<file path="config.mk">
export PLATFORM = sky130hd
export DESIGN_NAME = axi_burst_reader
export DESIGN_NICKNAME = d
export VERILOG_FILES = /design/src/rtl/axi_pkg.sv /design/src/rtl/axi_burst_reader.sv
export SDC_FILE = /design/constraint.sdc
export NUM_CORES = 1
export LEC_CHECK = 0
export BUFFER_PORTS_ARGS = -buffer_cell sky130_fd_sc_hd__buf_2
export CAP_MARGIN = 20
export CORE_ASPECT_RATIO = 1.25
export CORE_MARGIN = 1
export CORE_UTILIZATION = 51
export DETAILED_ROUTE_END_ITERATION = 10
export PLACE_DENSITY = 0.87
export SYNTH_ARGS = -nofsm -noshare
export SYNTH_HDL_FRONTEND = slang
export SYNTH_SLANG_ARGS = --single-unit
export TNS_END_PERCENT = 30
</file>
<file path="constraint.sdc">
create_clock -name axi_ACLK -period 3.6 [get_ports axi_ACLK]
set_input_delay 0.36 -clock axi_ACLK [delete_from_list [all_inputs] [get_ports axi_ACLK]]
set_output_delay 0.36 -clock axi_ACLK [all_outputs]
set_load 0.02 [all_outputs]
</file>
<file path="src/rtl/axi_pkg.sv">
// Shared AXI4 read-channel constants and the burst reader state encoding.
package axi_pkg;

  localparam logic [2:0] AXI_ARSIZE_4B  = 3'b010;
  localparam logic [1:0] AXI_BURST_INCR = 2'b01;
  localparam logic [1:0] AXI_RRESP_OKAY = 2'b00;

  typedef enum logic [1:0] {
    ST_IDLE = 2'd0,
    ST_ADDR = 2'd1,
    ST_DATA = 2'd2,
    ST_DONE = 2'd3
  } rd_state_e;

endpackage

</file>
<file path="src/rtl/axi_burst_reader.sv">
// AXI4 read master fetching TOTAL_NUM words as back-to-back INCR bursts,
// one burst outstanding, forwarding every beat straight to a BRAM writer.
module axi_burst_reader
  import axi_pkg::*;
#(
  parameter int TOTAL_NUM = 1536,
  parameter int BURST_LEN = 16
) (
  input  logic        axi_ACLK,
  input  logic        axi_ARESETN,
  input  logic        stage_start,
  input  logic [31:0] base_addr,
  output logic [31:0] axi_ARADDR,
  output logic [7:0]  axi_ARLEN,
  output logic [2:0]  axi_ARSIZE,
  output logic [1:0]  axi_ARBURST,
  output logic        axi_ARVALID,
  input  logic        axi_ARREADY,
  input  logic [31:0] axi_RDATA,
  input  logic [1:0]  axi_RRESP,
  input  logic        axi_RLAST,
  input  logic        axi_RVALID,
  output logic        axi_RREADY,
  output logic [31:0] dn_RDATA,
  output logic        dn_RLAST,
  output logic        dn_SHAKE,
  output logic        rd_done,
  output logic        rd_error
);

  localparam int NUM_BURSTS = TOTAL_NUM / BURST_LEN;
  localparam int BURST_W    = $clog2(NUM_BURSTS) + 1;
  localparam int BEAT_W     = $clog2(BURST_LEN) + 1;
  localparam logic [31:0]        BURST_BYTES = 32'(BURST_LEN * 4);
  localparam logic [BURST_W-1:0] LAST_BURST  = BURST_W'(NUM_BURSTS - 1);
  localparam logic [BEAT_W-1:0]  LAST_BEAT   = BEAT_W'(BURST_LEN - 1);

  rd_state_e          state_reg, state_next;
  logic               start_prev_reg;
  logic [31:0]        base_reg, base_next;
  logic [BURST_W-1:0] burst_cnt_reg, burst_cnt_next;
  logic [BEAT_W-1:0]  beat_cnt_reg, beat_cnt_next;
  logic               done_reg, done_next;
  logic               error_reg, error_next;
  logic               launch;

  assign launch      = stage_start && !start_prev_reg;
  assign axi_ARADDR  = base_reg + 32'(burst_cnt_reg) * BURST_BYTES;
  assign axi_ARLEN   = 8'(BURST_LEN - 1);
  assign axi_ARSIZE  = AXI_ARSIZE_4B;
  assign axi_ARBURST = AXI_BURST_INCR;
  assign dn_SHAKE    = axi_RVALID & axi_RREADY;
  assign dn_RDATA    = axi_RDATA;
  assign dn_RLAST    = axi_RLAST & dn_SHAKE;
  assign rd_done     = done_reg;
  assign rd_error    = error_reg;

  always_ff @(posedge axi_ACLK or negedge axi_ARESETN) begin
    if (!axi_ARESETN) begin
      state_reg      <= ST_IDLE;
      start_prev_reg <= 1'b0;
      base_reg       <= '0;
      burst_cnt_reg  <= '0;
      beat_cnt_reg   <= '0;
      done_reg       <= 1'b0;
      error_reg      <= 1'b0;
    end else begin
      state_reg      <= state_next;
      start_prev_reg <= stage_start;
      base_reg       <= base_next;
      burst_cnt_reg  <= burst_cnt_next;
      beat_cnt_reg   <= beat_cnt_next;
      done_reg       <= done_next;
      error_reg      <= error_next;
    end
  end

  always_comb begin
    state_next     = state_reg;
    base_next      = base_reg;
    burst_cnt_next = burst_cnt_reg;
    beat_cnt_next  = beat_cnt_reg;
    done_next      = done_reg;
    error_next     = error_reg;
    axi_ARVALID    = 1'b0;
    axi_RREADY     = 1'b0;
    case (state_reg)
      ST_IDLE: begin
        if (launch) begin
          state_next     = ST_ADDR;
          base_next      = base_addr;
          burst_cnt_next = '0;
          beat_cnt_next  = '0;
          done_next      = 1'b0;
          error_next     = 1'b0;
        end
      end
      // A dropped stage_start is ignored here: the address must complete.
      ST_ADDR: begin
        axi_ARVALID = 1'b1;
        if (axi_ARREADY) state_next = ST_DATA;
      end
      ST_DATA: begin
        axi_RREADY = 1'b1;
        if (axi_RVALID) begin
          if (axi_RRESP != AXI_RRESP_OKAY) error_next = 1'b1;
          if ((axi_RLAST && beat_cnt_reg != LAST_BEAT) ||
              (!axi_RLAST && beat_cnt_reg >= LAST_BEAT))
            error_next = 1'b1;
          if (axi_RLAST) begin
            beat_cnt_next  = '0;
            burst_cnt_next = burst_cnt_reg + 1'b1;
            if (burst_cnt_reg == LAST_BURST) begin
              state_next = ST_DONE;
              done_next  = 1'b1;
            end else if (stage_start) begin
              state_next = ST_ADDR;
            end else begin
              state_next = ST_IDLE;
            end
          end else if (beat_cnt_reg != '1) begin
            // Saturate so an overlong burst from the slave cannot wrap.
            beat_cnt_next = beat_cnt_reg + 1'b1;
          end
        end
      end
      ST_DONE: begin
        if (!stage_start) begin
          state_next = ST_IDLE;
          done_next  = 1'b0;
        end
      end
      default: state_next = ST_IDLE;
    endcase
  end

endmodule

</file>
=== Word level (Yosys, flattened, before mapping) ===
Cells that the tools add are included.

* Register bits: 50
* Bits of input ports: 72
* Logic and storage cells: 72

* Add/sub/neg operators: 3
* Order comparisons: 1
* Equal/unequal tests: 14
* Multiplexer cells: 29
* Bitwise gates (word level): 2
* Reduce and logical (&&, ||, !) cells: 16

{| class="wikitable"
|+ Operators with widths
! operator !! number
|-
| 32-bit by 14-bit adder with 32-bit output || 1
|-
| 8-bit two-way mux || 3
|-
| 5-bit two-way mux || 4
|-
| 8-bit case mux with 2 select lines || 1
|-
| 2-bit two-way mux || 6
|-
| 2-bit != test (second input constant) || 6
|-
| 4-bit AND reduction || 3
|-
| 1-bit two-way mux || 11
|-
| 5-bit case mux with 2 select lines || 1
|-
| 8-bit by 1-bit adder with 8-bit output (second input constant) || 1
|-
| 8-bit by 7-bit equality test with 1-bit output (second input constant) || 1
|-
| 2-bit case mux with 4 select lines || 1
|-
| 3-bit != test (second input constant) || 2
|-
| 6-bit AND reduction || 1
|-
| 5-bit by 1-bit adder with 5-bit output (second input constant) || 1
|-
| 5-bit by 4-bit >= comparator with 1-bit output (second input constant) || 1
|-
| 5-bit by 4-bit != test with 1-bit output (second input constant) || 1
|-
| 5-bit != test (second input constant) || 1
|-
| 5-bit AND reduction || 1
|-
| 2-bit equality test (second input constant) || 2
|-
| 2-bit nonzero test || 2
|-
| 1-bit logical AND || 3
|-
| 1-bit case mux with 3 select lines || 1
|-
| 3-bit nonzero test || 1
|-
| other kinds (7) || 9
|}

=== Longest topological paths before layout ===
* Depth in word-level cells: 6
* Mapped depth: 8
* Mapped depth without buffers: 8

=== Worst setup path before layout ===
Ideal clock, no wire load.

* Path kind: register to output
* Start point: register burst_cnt_reg[0]
* End point: output port axi_ARADDR[22]
* Arrival time: 2.331 ns
* Data required time: 3.240 ns
* Slack: 0.909 ns
* Cell stages (with the launch flop): 9
* Path buffers: 0
* Cell sequence: dfrtp_1 -> ha_1 -> inv_1 -> fa_1 -> nand2b_1 -> a21oi_1 -> o22ai_1 -> or3_1 -> xnor2_1

* Cells in the longest elaborated chain, start to end: 1

{| class="wikitable"
|+ Ends and longest elaborated chain
! element !! RTL line !! source
|-
| start, declared || axi_burst_reader.sv:41 || <nowiki>logic [BURST_W-1:0] burst_cnt_reg, burst_cnt_next;</nowiki>
|-
| start signal, assigned || axi_burst_reader.sv:71 || <nowiki>burst_cnt_reg <= burst_cnt_next;</nowiki>
|-
| 32-bit by 14-bit adder with 32-bit output || axi_burst_reader.sv:48 || <nowiki>assign axi_ARADDR = base_reg + 32'(burst_cnt_reg) * BURST_BYTES;</nowiki>
|-
| end, declared || axi_burst_reader.sv:13 || <nowiki>output logic [31:0] axi_ARADDR,</nowiki>
|}

No other way between the ends.

=== Worst setup path in the final report ===
Ends and elaborated chain as after synthesis.

==> metrics list <==
- The run finished with clean final reports.
- The later pin in the worst-skew pair is clocked with a latency of ~0.3 ns.
* Top cells by instance count after synthesis: sky130_fd_sc_hd__buf_4, sky130_fd_sc_hd__dfrtp_1, sky130_fd_sc_hd__mux2_2
- Setup slack closes at 0.392 ns.
* Number of vias per cell after detailed routing: 5.26
* Synthesis-stage register bit count: 50
* Net count reported at finish: 446
- Worst Path Arrival: 2.85 ns
* Kind of end point of the critical path: output pin
- Die area: 0.00666 mm^2
- Number of H-tree branching levels: 2
- VDD sags by at most 0.000354 V.
- Setup repair after global routing left no endpoint under its margin.
- Cells fill 56.5% of the core in the end.
- During I/O placement, the number of pins put on the boundary was 155.
- Number of flip-flops in the largest register: 32
- Number of placement rows: 32
- Number of fillers in the final layout: 576
* Terminus of the critical flop-to-flop path: beat_cnt_reg[3]$_DFFE_PN0P_
- Pwr per Cell Area: 738 mW/mm^2
* Iter 0 DRT Violations: 60
* Core region area: 0.00613 mm^2
* Max stage delay on crit path: roughly 0.47 ns
- In this run the worst hold path is classified as input pin to flip-flop.
- Most used flip-flop cell after synthesis: sky130_fd_sc_hd__dfrtp_1
- Number of enable flip-flop cells after synthesis: 0
* Reported leakage power: 0.00167 uW
* Placer congestion estimate: ~0.76
- Nature of the critical path startpoint: flip-flop
- The first global-routing pass estimated between 10000 and 15000 um of wire.
* Final WL: 6330 um
- The worst register-to-register path begins at state_reg[1]$_DFFE_PN0P_.
- Summing all multi-input logic gate instances after layout gives 0.00156 mm^2.
- The die is between 70 and 80 um wide.
- Post-synth top area share: around 39%
- CTS tree: done
- Buffers inserted to repair hold after CTS numbered 1.
- The clock period could shrink to around 3.2 ns.
- The routed design uses between 3000 and 4000 um of met2 wire.
* Period Utilization, post-route: 89.1%
- Number of search-and-repair iterations in the first detailed-routing pass: 4
- Logic depth of the worst register-to-register path: 5
- The startpoint identified for the worst hold timing path is stage_start.
* Asr flop ratio synth: 100%
- Entering global routing, the biggest net connects 31 pins.
- Buffers placed on the I/O ports in this run total 77.
- Crit path buffers/inverters: 2
- Clock Path Buffers: 2
- Clock-pin slew was measured on the worst setup and hold paths at 0.09 ns.
- CTS-repair resized insts: 0
* Synthesized netlist cell count: roughly 320
- Global routing used around a fifth of the available tracks.
- Number of buffers inserted during clock tree synthesis: 5
- After synthesis, flip-flops and latches occupy approximately two fifths of the total area.
- In this run the tightest slew margin relative to its limit is 44.1%.
- Post-Place Cells: between 400 and 500
- The count of cells in the finished layout, fillers not included, comes to 447.
- Worst slew pin tran: 0.838 ns
- Area Overhead vs Synth: 7.04%
- Counting every sink on the clock net gives 50.
- Wire segments on met3 add up to about 310 um in the final route.
- Summed over all failing endpoints, the final setup total negative slack is 0 ns.
- For this run the aggregate overflow at the end of global routing stands at 0.
- Die Y: 91.0 um
- Counting distinct cell types in the post-synthesis netlist gives 48.
- Largest area contributor in the netlist: sky130_fd_sc_hd__dfrtp_1
* Starting utilization of the core area: 52.8%
- For flop-to-flop paths, the worst setup slack is between 1 and 1.5 ns.
- The number of global-route vias before repair was 2290.
- Number of antenna violations at the first check in global routing: 0
* Slowest-stage cell, CP: sky130_fd_sc_hd__dfrtp_1
* Top layer in use: met4
* Timing-limited maximum frequency: 312 MHz
* Most instantiated library cell after synthesis: sky130_fd_sc_hd__buf_4
* Sequential Area: 0.00125 mm^2
* Area of all placed cells without fillers: roughly 0.0035 mm^2
- Number of pins with negative max-slew slack in the final report: 0
* Clock root buffer: sky130_fd_sc_hd__clkbuf_8
- Worst setup skew after layout: roughly 0.0065 ns
- Along the worst hold path, the cell count comes to 1.
- Max-cap violations in this run came to 0.
- Final hold violation count: 0
- Antenna cells: 0
- Among cell families on the critical path, the largest total delay comes from adder cells.
* # setup viols final: 0
- Dividing the synthesized area by the synthesized cell count gives 10.0 um^2.
- Met1 wire length: ~2600 um
- Dividing the detail-routed wire length by the instance count gives 14.2 um.
* DP HPWL: approximately 4800 um
- Largest fanout on the critical path: 9
- CP cell instances: ha_1 -> inv_1 -> fa_1 -> nand2b_1 -> a21oi_1 -> o22ai_1 -> or3_1 -> xnor2_1 -> buf_2
- The path with the worst hold slack has its endpoint at start_prev_reg$_DFF_PN0_.
* Top area cells in the synthesized netlist: sky130_fd_sc_hd__dfrtp_1, sky130_fd_sc_hd__buf_4, sky130_fd_sc_hd__mux2_2, sky130_fd_sc_hd__xor2_1, sky130_fd_sc_hd__ha_1
- In this run the cell area of the synthesized design comes to 0.00323 mm^2.
* DRC violations left: 0
* Via total after detailed routing: around 2400
* Critical Setup Path Class: flip-flop to output pin
* Total cell area at the placement stage: 0.00336 mm^2
- Total setup buffers inserted after CTS: 0
- The post-route netlist has 34.3% of its cells at a drive strength greater than 1.
- Timing analysis after detailed placement gives a worst setup slack of about 0.71 ns.
- Number of antenna-violating nets in the routed design: 0
* YS warnings: 0
- At the worst endpoint, the required time is 3.24 ns.
## worst max-delay path by stage
stage               cells after the start  slack [ns]                          from              to
floorplan                               8        0.91  burst_cnt_reg[0]$_DFFE_PN0P_  axi_ARADDR[22]
global placement                        9        0.76  burst_cnt_reg[0]$_DFFE_PN0P_  axi_ARADDR[22]
detailed placement                      9        0.71  burst_cnt_reg[0]$_DFFE_PN0P_  axi_ARADDR[20]
CTS                                     9        0.36  burst_cnt_reg[0]$_DFFE_PN0P_  axi_ARADDR[20]
global route                            9        0.16  burst_cnt_reg[0]$_DFFE_PN0P_  axi_ARADDR[22]
finish                                  9        0.39  burst_cnt_reg[0]$_DFFE_PN0P_  axi_ARADDR[22]
## where the power goes
part | switching, uW | internal (uW) | total [uW]
Combinational | 707 | 524 | 1230
Clock | 185 | 155 | 340
Sequential | 210 | 774 | 984
## worst register-to-register path: stages, from the launching register on
cell and delay (ns):
sky130_fd_sc_hd__dfrtp_1 0.51, sky130_fd_sc_hd__or4b_4 0.82, sky130_fd_sc_hd__a22oi_1 0.42, sky130_fd_sc_hd__nand4_1 0.16, sky130_fd_sc_hd__xor2_1 0.15, sky130_fd_sc_hd__nor2_1 0.05
## kinds of logic (layout without fill, tap and decap cells)
logic type,Yosys count,after routing,share of synthesized area (%)
and+or+nand+nor,87,87,14.3
buffers and inverters,70,99,14.6
DFF,50,50,38.7
AOI/OAI and AO/OA,39,39,8.05
xor gates and xnor gates,31,31,8.40
muxes,30,30,10.4
adders and majority gates,13,13,5.26
other,2,13,0.232
## routing by layer
| layer | track usage [%] | up-vias |
|---|---|---|
| met2 | 33.9 | 61 |
| met5 | 0 | - |
| met1 | 24.6 | 1151 |
| met3 | 4.44 | 14 |
| li1 | - | 1124 |
| met4 | 8.82 | 0 |
## through the flow
stage                     power (uW)  hold slack (ns)
after CTS                       2580            0.206
after global placement          2180            0.328
after detailed placement        2230            0.337
final                           2560            0.218
after global routing            2740            0.209
after floorplan                 1970           0.0644
## placed cells by master, fill, tap and decap left out, types with 2 or more instances in the layout
master / netlist / routed
sky130_fd_sc_hd__nand3_1: 6 / 6
sky130_fd_sc_hd__xnor2_1: 12 / 12
sky130_fd_sc_hd__dfrtp_1: 50 / 50
sky130_fd_sc_hd__nand4_1: 9 / 9
sky130_fd_sc_hd__nand2b_1: 5 / 5
sky130_fd_sc_hd__nor4b_1: 3 / 3
sky130_fd_sc_hd__nor2_1: 16 / 16
sky130_fd_sc_hd__a21oi_1: 12 / 12
sky130_fd_sc_hd__buf_4: 51 / 2
sky130_fd_sc_hd__or3_1: 4 / 4
sky130_fd_sc_hd__o21ai_0: 8 / 8
sky130_fd_sc_hd__mux2_2: 29 / 29
sky130_fd_sc_hd__nor3_1: 6 / 6
sky130_fd_sc_hd__xor2_1: 19 / 19
sky130_fd_sc_hd__clkbuf_8: 0 / 6
sky130_fd_sc_hd__a22oi_1: 2 / 2
sky130_fd_sc_hd__and3_1: 4 / 4
sky130_fd_sc_hd__inv_1: 11 / 11
sky130_fd_sc_hd__a21o_1: 3 / 3
sky130_fd_sc_hd__o211ai_1: 2 / 2
sky130_fd_sc_hd__nand2_1: 22 / 22
sky130_fd_sc_hd__conb_1: 2 / 13
sky130_fd_sc_hd__nor4_1: 4 / 3
sky130_fd_sc_hd__ha_1: 12 / 12
sky130_fd_sc_hd__buf_2: 3 / 77
## layout make-up
type	instances	area share, %
Multi-Input combinational cell	213	45.0
Sequential cell	50	36.2
Timing Repair Buffer	80	11.9
Tap cell	85	3.07
Clock buffer	6	2.39
Inverter	11	1.19
Clock inverter	2	0.362
No activity file was read; power rests on OpenSTA's default activity.
